$ cat config.mk
export PLATFORM = sky130hd
export DESIGN_NAME = exu_dp_flat
export DESIGN_NICKNAME = d
export VERILOG_FILES = /design/src/rtl/exu_dp_if.sv /design/src/rtl/exu_dp.sv /design/src/flat_wrapper.sv
export SDC_FILE = /design/constraint.sdc
export NUM_CORES = 2
export LEC_CHECK = 0
export CAP_MARGIN = 20
export CORE_UTILIZATION = 60
export CTS_CLUSTER_DIAMETER = 50
export CTS_CLUSTER_SIZE = 30
export DETAILED_ROUTE_END_ITERATION = 8
export PLACE_DENSITY_LB_ADDON = 0.12
export SLEW_MARGIN = 20
export SYNTH_ARGS = -nofsm -noshare
export SYNTH_HDL_FRONTEND = slang
export SYNTH_SLANG_ARGS = --single-unit
$ cat constraint.sdc
create_clock -name clk -period 105 [get_ports clk]
set_input_delay 15.75 -clock clk [delete_from_list [all_inputs] [get_ports clk]]
set_output_delay 15.75 -clock clk [all_outputs]
set_load 0.05 [all_outputs]
$ cat src/rtl/exu_dp_if.sv
// Shared handler-to-datapath bus: ALU opcode/operands, GPR read/write ports.
package exu_dp_pkg;
    localparam int ALU_OP_W = 4;

    localparam logic [ALU_OP_W-1:0] ALU_ADD  = 4'h0;
    localparam logic [ALU_OP_W-1:0] ALU_SUB  = 4'h1;
    localparam logic [ALU_OP_W-1:0] ALU_AND  = 4'h2;
    localparam logic [ALU_OP_W-1:0] ALU_OR   = 4'h3;
    localparam logic [ALU_OP_W-1:0] ALU_XOR  = 4'h4;
    localparam logic [ALU_OP_W-1:0] ALU_SLT  = 4'h5;
    localparam logic [ALU_OP_W-1:0] ALU_SLTU = 4'h6;
    localparam logic [ALU_OP_W-1:0] ALU_SLL  = 4'h7;
    localparam logic [ALU_OP_W-1:0] ALU_SRL  = 4'h8;
    localparam logic [ALU_OP_W-1:0] ALU_SRA  = 4'h9;
endpackage

interface exu_dp_if #(
    parameter int XLEN = 32
);
    logic [exu_dp_pkg::ALU_OP_W-1:0] alu_opcode;
    logic [XLEN-1:0]                 alu_src1;
    logic [XLEN-1:0]                 alu_src2;
    logic [XLEN-1:0]                 alu_dst;
    logic [4:0]                      gpr_waddr;
    logic [XLEN-1:0]                 gpr_wdata;
    logic                            gpr_wen;
    logic [4:0]                      gpr_raddr1;
    logic [4:0]                      gpr_raddr2;
    logic [XLEN-1:0]                 gpr_rdata1;
    logic [XLEN-1:0]                 gpr_rdata2;

    modport master (
        output alu_opcode, alu_src1, alu_src2,
        output gpr_waddr, gpr_wdata, gpr_wen, gpr_raddr1, gpr_raddr2,
        input  alu_dst, gpr_rdata1, gpr_rdata2
    );

    modport slave (
        input  alu_opcode, alu_src1, alu_src2,
        input  gpr_waddr, gpr_wdata, gpr_wen, gpr_raddr1, gpr_raddr2,
        output alu_dst, gpr_rdata1, gpr_rdata2
    );
endinterface

$ cat src/rtl/exu_dp.sv
// EXU execution datapath: combinational ALU, integer register file with
// x0 hardwired to zero, and the cycle / retired-instruction counters.
module exu_dp
    import exu_dp_pkg::*;
#(
    parameter int XLEN    = 32,
    parameter int GPR_NUM = 32,
    parameter int CNT_W   = 64
) (
    input  logic             clk,
    input  logic             rst,
    exu_dp_if.slave          dp_ctrl,
    input  logic             iexec_req_hsk,
    output logic [CNT_W-1:0] cycle,
    output logic [CNT_W-1:0] instret
);

    logic [XLEN-1:0]  gpr_q [GPR_NUM];
    logic [CNT_W-1:0] cycle_q,   cycle_d;
    logic [CNT_W-1:0] instret_q, instret_d;
    logic [4:0]       shamt;

    assign shamt = dp_ctrl.alu_src2[4:0];

    // ALU result, purely from opcode and operands; unknown opcodes yield 0.
    always_comb begin
        dp_ctrl.alu_dst = '0;
        case (dp_ctrl.alu_opcode)
            ALU_ADD:  dp_ctrl.alu_dst = dp_ctrl.alu_src1 + dp_ctrl.alu_src2;
            ALU_SUB:  dp_ctrl.alu_dst = dp_ctrl.alu_src1 - dp_ctrl.alu_src2;
            ALU_AND:  dp_ctrl.alu_dst = dp_ctrl.alu_src1 & dp_ctrl.alu_src2;
            ALU_OR:   dp_ctrl.alu_dst = dp_ctrl.alu_src1 | dp_ctrl.alu_src2;
            ALU_XOR:  dp_ctrl.alu_dst = dp_ctrl.alu_src1 ^ dp_ctrl.alu_src2;
            ALU_SLT:  dp_ctrl.alu_dst = {{(XLEN-1){1'b0}},
                                         $signed(dp_ctrl.alu_src1) < $signed(dp_ctrl.alu_src2)};
            ALU_SLTU: dp_ctrl.alu_dst = {{(XLEN-1){1'b0}},
                                         dp_ctrl.alu_src1 < dp_ctrl.alu_src2};
            ALU_SLL:  dp_ctrl.alu_dst = dp_ctrl.alu_src1 << shamt;
            ALU_SRL:  dp_ctrl.alu_dst = dp_ctrl.alu_src1 >> shamt;
            ALU_SRA:  dp_ctrl.alu_dst = $signed(dp_ctrl.alu_src1) >>> shamt;
            default:  dp_ctrl.alu_dst = '0;
        endcase
    end

    // Register file write; entry 0 is never written so x0 stays zero.
    always_ff @(posedge clk or posedge rst) begin
        if (rst) begin
            for (int i = 0; i < GPR_NUM; i++) begin
                gpr_q[i] <= '0;
            end
        end else if (dp_ctrl.gpr_wen && (dp_ctrl.gpr_waddr != 5'd0)) begin
            gpr_q[dp_ctrl.gpr_waddr] <= dp_ctrl.gpr_wdata;
        end
    end

    // Read ports are combinational with no bypass: a same-cycle write is
    // seen only after its edge.
    always_comb begin
        dp_ctrl.gpr_rdata1 = '0;
        dp_ctrl.gpr_rdata2 = '0;
        if (dp_ctrl.gpr_raddr1 != 5'd0) dp_ctrl.gpr_rdata1 = gpr_q[dp_ctrl.gpr_raddr1];
        if (dp_ctrl.gpr_raddr2 != 5'd0) dp_ctrl.gpr_rdata2 = gpr_q[dp_ctrl.gpr_raddr2];
    end

    // Counter next values; both wrap silently.
    always_comb begin
        cycle_d   = cycle_q + CNT_W'(1);
        instret_d = instret_q + CNT_W'(iexec_req_hsk);
    end

    // Counter registers, held at zero while in reset.
    always_ff @(posedge clk or posedge rst) begin
        if (rst) begin
            cycle_q   <= '0;
            instret_q <= '0;
        end else begin
            cycle_q   <= cycle_d;
            instret_q <= instret_d;
        end
    end

    assign cycle   = cycle_q;
    assign instret = instret_q;

endmodule

$ cat src/flat_wrapper.sv
// flat-port wrapper written by rule: the top's interface ports become plain ports
module exu_dp_flat import exu_dp_pkg::*;
#(
    parameter int XLEN    = 32,
    parameter int GPR_NUM = 32,
    parameter int CNT_W   = 64
)
  (clk, rst, iexec_req_hsk, cycle, instret, dp_ctrl_alu_opcode, dp_ctrl_alu_src1, dp_ctrl_alu_src2, dp_ctrl_gpr_waddr, dp_ctrl_gpr_wdata, dp_ctrl_gpr_wen, dp_ctrl_gpr_raddr1, dp_ctrl_gpr_raddr2, dp_ctrl_alu_dst, dp_ctrl_gpr_rdata1, dp_ctrl_gpr_rdata2);
  exu_dp_if #(.XLEN(XLEN)) dp_ctrl_i ();
  input  logic clk;
  input  logic rst;
  input  logic iexec_req_hsk;
  output logic [CNT_W-1:0] cycle;
  output logic [CNT_W-1:0] instret;
  input wire logic [$bits(dp_ctrl_i.alu_opcode)-1:0] dp_ctrl_alu_opcode;
  input wire logic [$bits(dp_ctrl_i.alu_src1)-1:0] dp_ctrl_alu_src1;
  input wire logic [$bits(dp_ctrl_i.alu_src2)-1:0] dp_ctrl_alu_src2;
  input wire logic [$bits(dp_ctrl_i.gpr_waddr)-1:0] dp_ctrl_gpr_waddr;
  input wire logic [$bits(dp_ctrl_i.gpr_wdata)-1:0] dp_ctrl_gpr_wdata;
  input wire logic [$bits(dp_ctrl_i.gpr_wen)-1:0] dp_ctrl_gpr_wen;
  input wire logic [$bits(dp_ctrl_i.gpr_raddr1)-1:0] dp_ctrl_gpr_raddr1;
  input wire logic [$bits(dp_ctrl_i.gpr_raddr2)-1:0] dp_ctrl_gpr_raddr2;
  output wire logic [$bits(dp_ctrl_i.alu_dst)-1:0] dp_ctrl_alu_dst;
  output wire logic [$bits(dp_ctrl_i.gpr_rdata1)-1:0] dp_ctrl_gpr_rdata1;
  output wire logic [$bits(dp_ctrl_i.gpr_rdata2)-1:0] dp_ctrl_gpr_rdata2;
  assign dp_ctrl_i.alu_opcode = dp_ctrl_alu_opcode;
  assign dp_ctrl_i.alu_src1 = dp_ctrl_alu_src1;
  assign dp_ctrl_i.alu_src2 = dp_ctrl_alu_src2;
  assign dp_ctrl_i.gpr_waddr = dp_ctrl_gpr_waddr;
  assign dp_ctrl_i.gpr_wdata = dp_ctrl_gpr_wdata;
  assign dp_ctrl_i.gpr_wen = dp_ctrl_gpr_wen;
  assign dp_ctrl_i.gpr_raddr1 = dp_ctrl_gpr_raddr1;
  assign dp_ctrl_i.gpr_raddr2 = dp_ctrl_gpr_raddr2;
  assign dp_ctrl_alu_dst = dp_ctrl_i.alu_dst;
  assign dp_ctrl_gpr_rdata1 = dp_ctrl_i.gpr_rdata1;
  assign dp_ctrl_gpr_rdata2 = dp_ctrl_i.gpr_rdata2;
  exu_dp #(.XLEN(XLEN), .GPR_NUM(GPR_NUM), .CNT_W(CNT_W)) u_core (.clk(clk), .rst(rst), .dp_ctrl(dp_ctrl_i), .iexec_req_hsk(iexec_req_hsk), .cycle(cycle), .instret(instret));
endmodule
==> flow_summary_export.csv <==
group,metric,value,unit
placement,hpwl,118000,um
global_route,met1_usage,0.487,
routing,detail-route-antenna-nets,0,
cts,cts_buffers,118,
pwr,p_leak,32.7,nW
timing,drv_slew,0,
cts,clock_latency,0.74,ns
timing,fin_tns_setup,0,ns
cells_and_area,fin_area,76400,um^2
floorplanning,coreArea,112000,um^2
synth,syn_nets,5151,
setup_path,endpoint_kind,"output port",
hold_path,hp-class,"register to register",
pwr,max-vdd-ir-drop,0.0216,mV
setup_path,cp_data_required_time,89.25,ns
synth,netlist_area,67900,um^2
routing,wl_per_cell,30.3,um
timing,grt_setup_unrepaired,"false",
setup_path,cp_max_fo,83,
cts,clockBufferDepth,3,
routing,first_iter_violations,4214,
floorplanning,die_area,115000,um^2
placement,place.gp.congestion,0.984,
synth,ys_seq_elements,1152,
cts,cts-root-buf,"clkbuf_16",
synth,synth.top_cell.area_share,0.424,
global_route,grt.busiest_layer,"met2",
status,run_status,"finished, final reports clean",
cts,hold_buffers,0,
synth,syn_inst,4926,
setup_path,start_kind,"input pin",
pwr,fin_total_pwr,1.37,mW
placement,portBuffers,342,
global_route,grt_overflow,0,
cts,htree_levels,3,
routing,via_count,45500,
timing,fin_crit,38.06,ns
global_route,grt_usage,0.351,
floorplanning,die_h,338,um
synth,synth_top_area_cell,"dfrtp_1",
global_route,grt_pass1_wl,302000,um
global_route,grt_use_met3,0.0690,
floorplanning,rows,123,
routing,routed_wl,199000,um
cells_and_area,drive_above_1_share,0.407,
cts,clk_pin_slew,0.06,ns
timing,finalSetupViolCount,0,
synth,synth_ff_type,"dfrtp_1",
placement,place_area,72100,um^2
synth,synthTopCellsByArea,"dfrtp_1, mux4_2, mux2_2",
synth,ys_seq_area_frac,0.424,
cells_and_area,area_growth,12.5,%
setup_path,crit_type,"input pin to output port",
global_route,first_global_vias,46500,
setup_path,critPathArrivalTime,22.31,ns
cts,cts_resized,0,
synth,yosys_warnings,0,
global_route,grt_start_max_net_pins,170,
synth,synth_edf_count,0,
timing,max_slew_margin,0.266,
timing,hold_viol,0,
floorplanning,io_pins,343,
timing,finalCritPeriodShare,0.362,
cts,cts_tree,"built",
flow_run,cap_viol_max_count,0,
timing,max_clock_freq,26.3,MHz
global_route,antenna_found_initial,13,
routing,drc,0,
global_route,use_met2,0.554,
cts,post-cts-setup-buffers,0,
routing,firstDrtPassIters,8,
timing,tightest_slew,1.10,ns
cts,cts.sinks,1152,
synth,async_flop_share,1.00,
floorplanning,die_w,338,um
cells_and_area,nNetsFinal,5203,
pwr,pwr_density_cell,17.9,nW/um^2
floorplanning,start_util,0.605,
synth,ys_types,88,
timing,fin_skew,0.0658,ns
routing,vias_per_cell,6.91,
synth,synth.avg_cell_area,13.8,um^2
==> cells in the mapped netlist (all sizes together), types with 96 or more instances <==
library cell and instances:
mux4 699, o21ai 99, mux2i 96, mux2 997, dfrtp 1152, nand2 162
xnor2 116, inv 107, nor2 281, ha 104, buf 170, clkbuf 312
a21oi 122
==> area by class of cell <==
cell class / instances / area, um^2
Clock buffer: 142 / 3170
Sequential cell: 1152 / 28800
Inverter: 110 / 420
Tap cell: 1500 / 1880
Multi-Input combinational cell: 3182 / 37000
Timing Repair Buffer: 414 / 3990
Clock inverter: 80 / 1090
Fill cell: 8021 / 36000
Antenna cell: 4 / 10.0
==> layout by cell type (no fill, tap or decap), drive strengths merged, types with 17 or more instances in the layout <==
cell / count
dfrtp: 1152
mux2: 997
mux4: 699
clkdlybuf4s50: 326
nor2: 281
nand2: 162
clkbuf: 142
inv: 133
a21oi: 122
xnor2: 116
ha: 104
o21ai: 99
mux2i: 96
buf: 88
nand3: 70
nor3: 47
and3: 35
nand4: 33
clkinv: 30
xor2: 26
a211oi: 26
a22oi: 21
o211ai: 19
a31oi: 17
==> metal layers <==
layer / part of all wire / routed length [um]
met3: 0.076 / 15100
met5: 0.00039 / 78
met4: 0.041 / 8130
met2: 0.48 / 95200
met1: 0.41 / 80700
==> critical path, cell delays in order <==
cell	delay [ns]
buf_8	0.64
buf_4	0.86
buf_4	0.87
buf_4	0.86
buf_4	0.82
mux4_2	0.59
mux4_2	0.48
mux2i_1	0.50
nor2_1	0.10
clkdlybuf4s50_1	0.72
==> registers in the layout, indices dropped and copies added (netlist names) <==
signal	flops
u_core.gpr_q	1024
u_core.cycle	64
u_core.instret	64
==> kinds of logic (layout without fill, tap and decap cells) <==
group / Yosys count / count (layout) / synth area share
muxes: 1792 / 1792 / 0.411
DFF: 1152 / 1152 / 0.424
and+or+nand+nor: 715 / 715 / 0.0496
buffers and inverters: 592 / 746 / 0.0351
AOI/OAI and AO/OA: 427 / 427 / 0.0414
xor gates and xnor gates: 142 / 142 / 0.0183
adders and majority gates: 106 / 106 / 0.0197
other: 0 / 4 / 0
==> per-stage QoR <==
step	setup WS, ns	instances	hold slack [ns]	util
after floorplan	56.80	4926	0.441	-
after global placement	66.73	6356	0.376	0.642
after detailed placement	66.70	6356	0.382	0.642
after CTS	66.69	6578	0.398	0.680
after global routing	66.17	6583	0.410	0.680
final	66.94	6584	0.395	0.680
==> power breakdown <==
| group | leakage [nW] | internal [mW] | switching (mW) |
|---|---|---|---|
| combinational | 15.7 | 0.182 | 0.154 |
| clock | 2.05 | 0.257 | 0.198 |
| sequential | 14.9 | 0.520 | 0.0563 |
| total | 32.7 | 0.959 | 0.408 |
==> path summary, 6_finish.rpt <==
kind,from,endpoint,slack [ns],depth (start not counted)
setup / recovery,dp_ctrl_gpr_raddr1[0],dp_ctrl_gpr_rdata1[31],66.94,10
hold / removal,u_core.gpr_q[1000],u_core.gpr_q[1000],0.40,0
setup reg to reg,u_core.cycle[10],u_core.cycle[58],101.94,9
hold reg to reg,u_core.gpr_q[1000],u_core.gpr_q[1000],0.40,0
max in group asynchronous,rst,u_core.gpr_q[967],85.51,6
min in group asynchronous,rst,u_core.gpr_q[919],15.59,2
(Power assumes the default switching activity.)
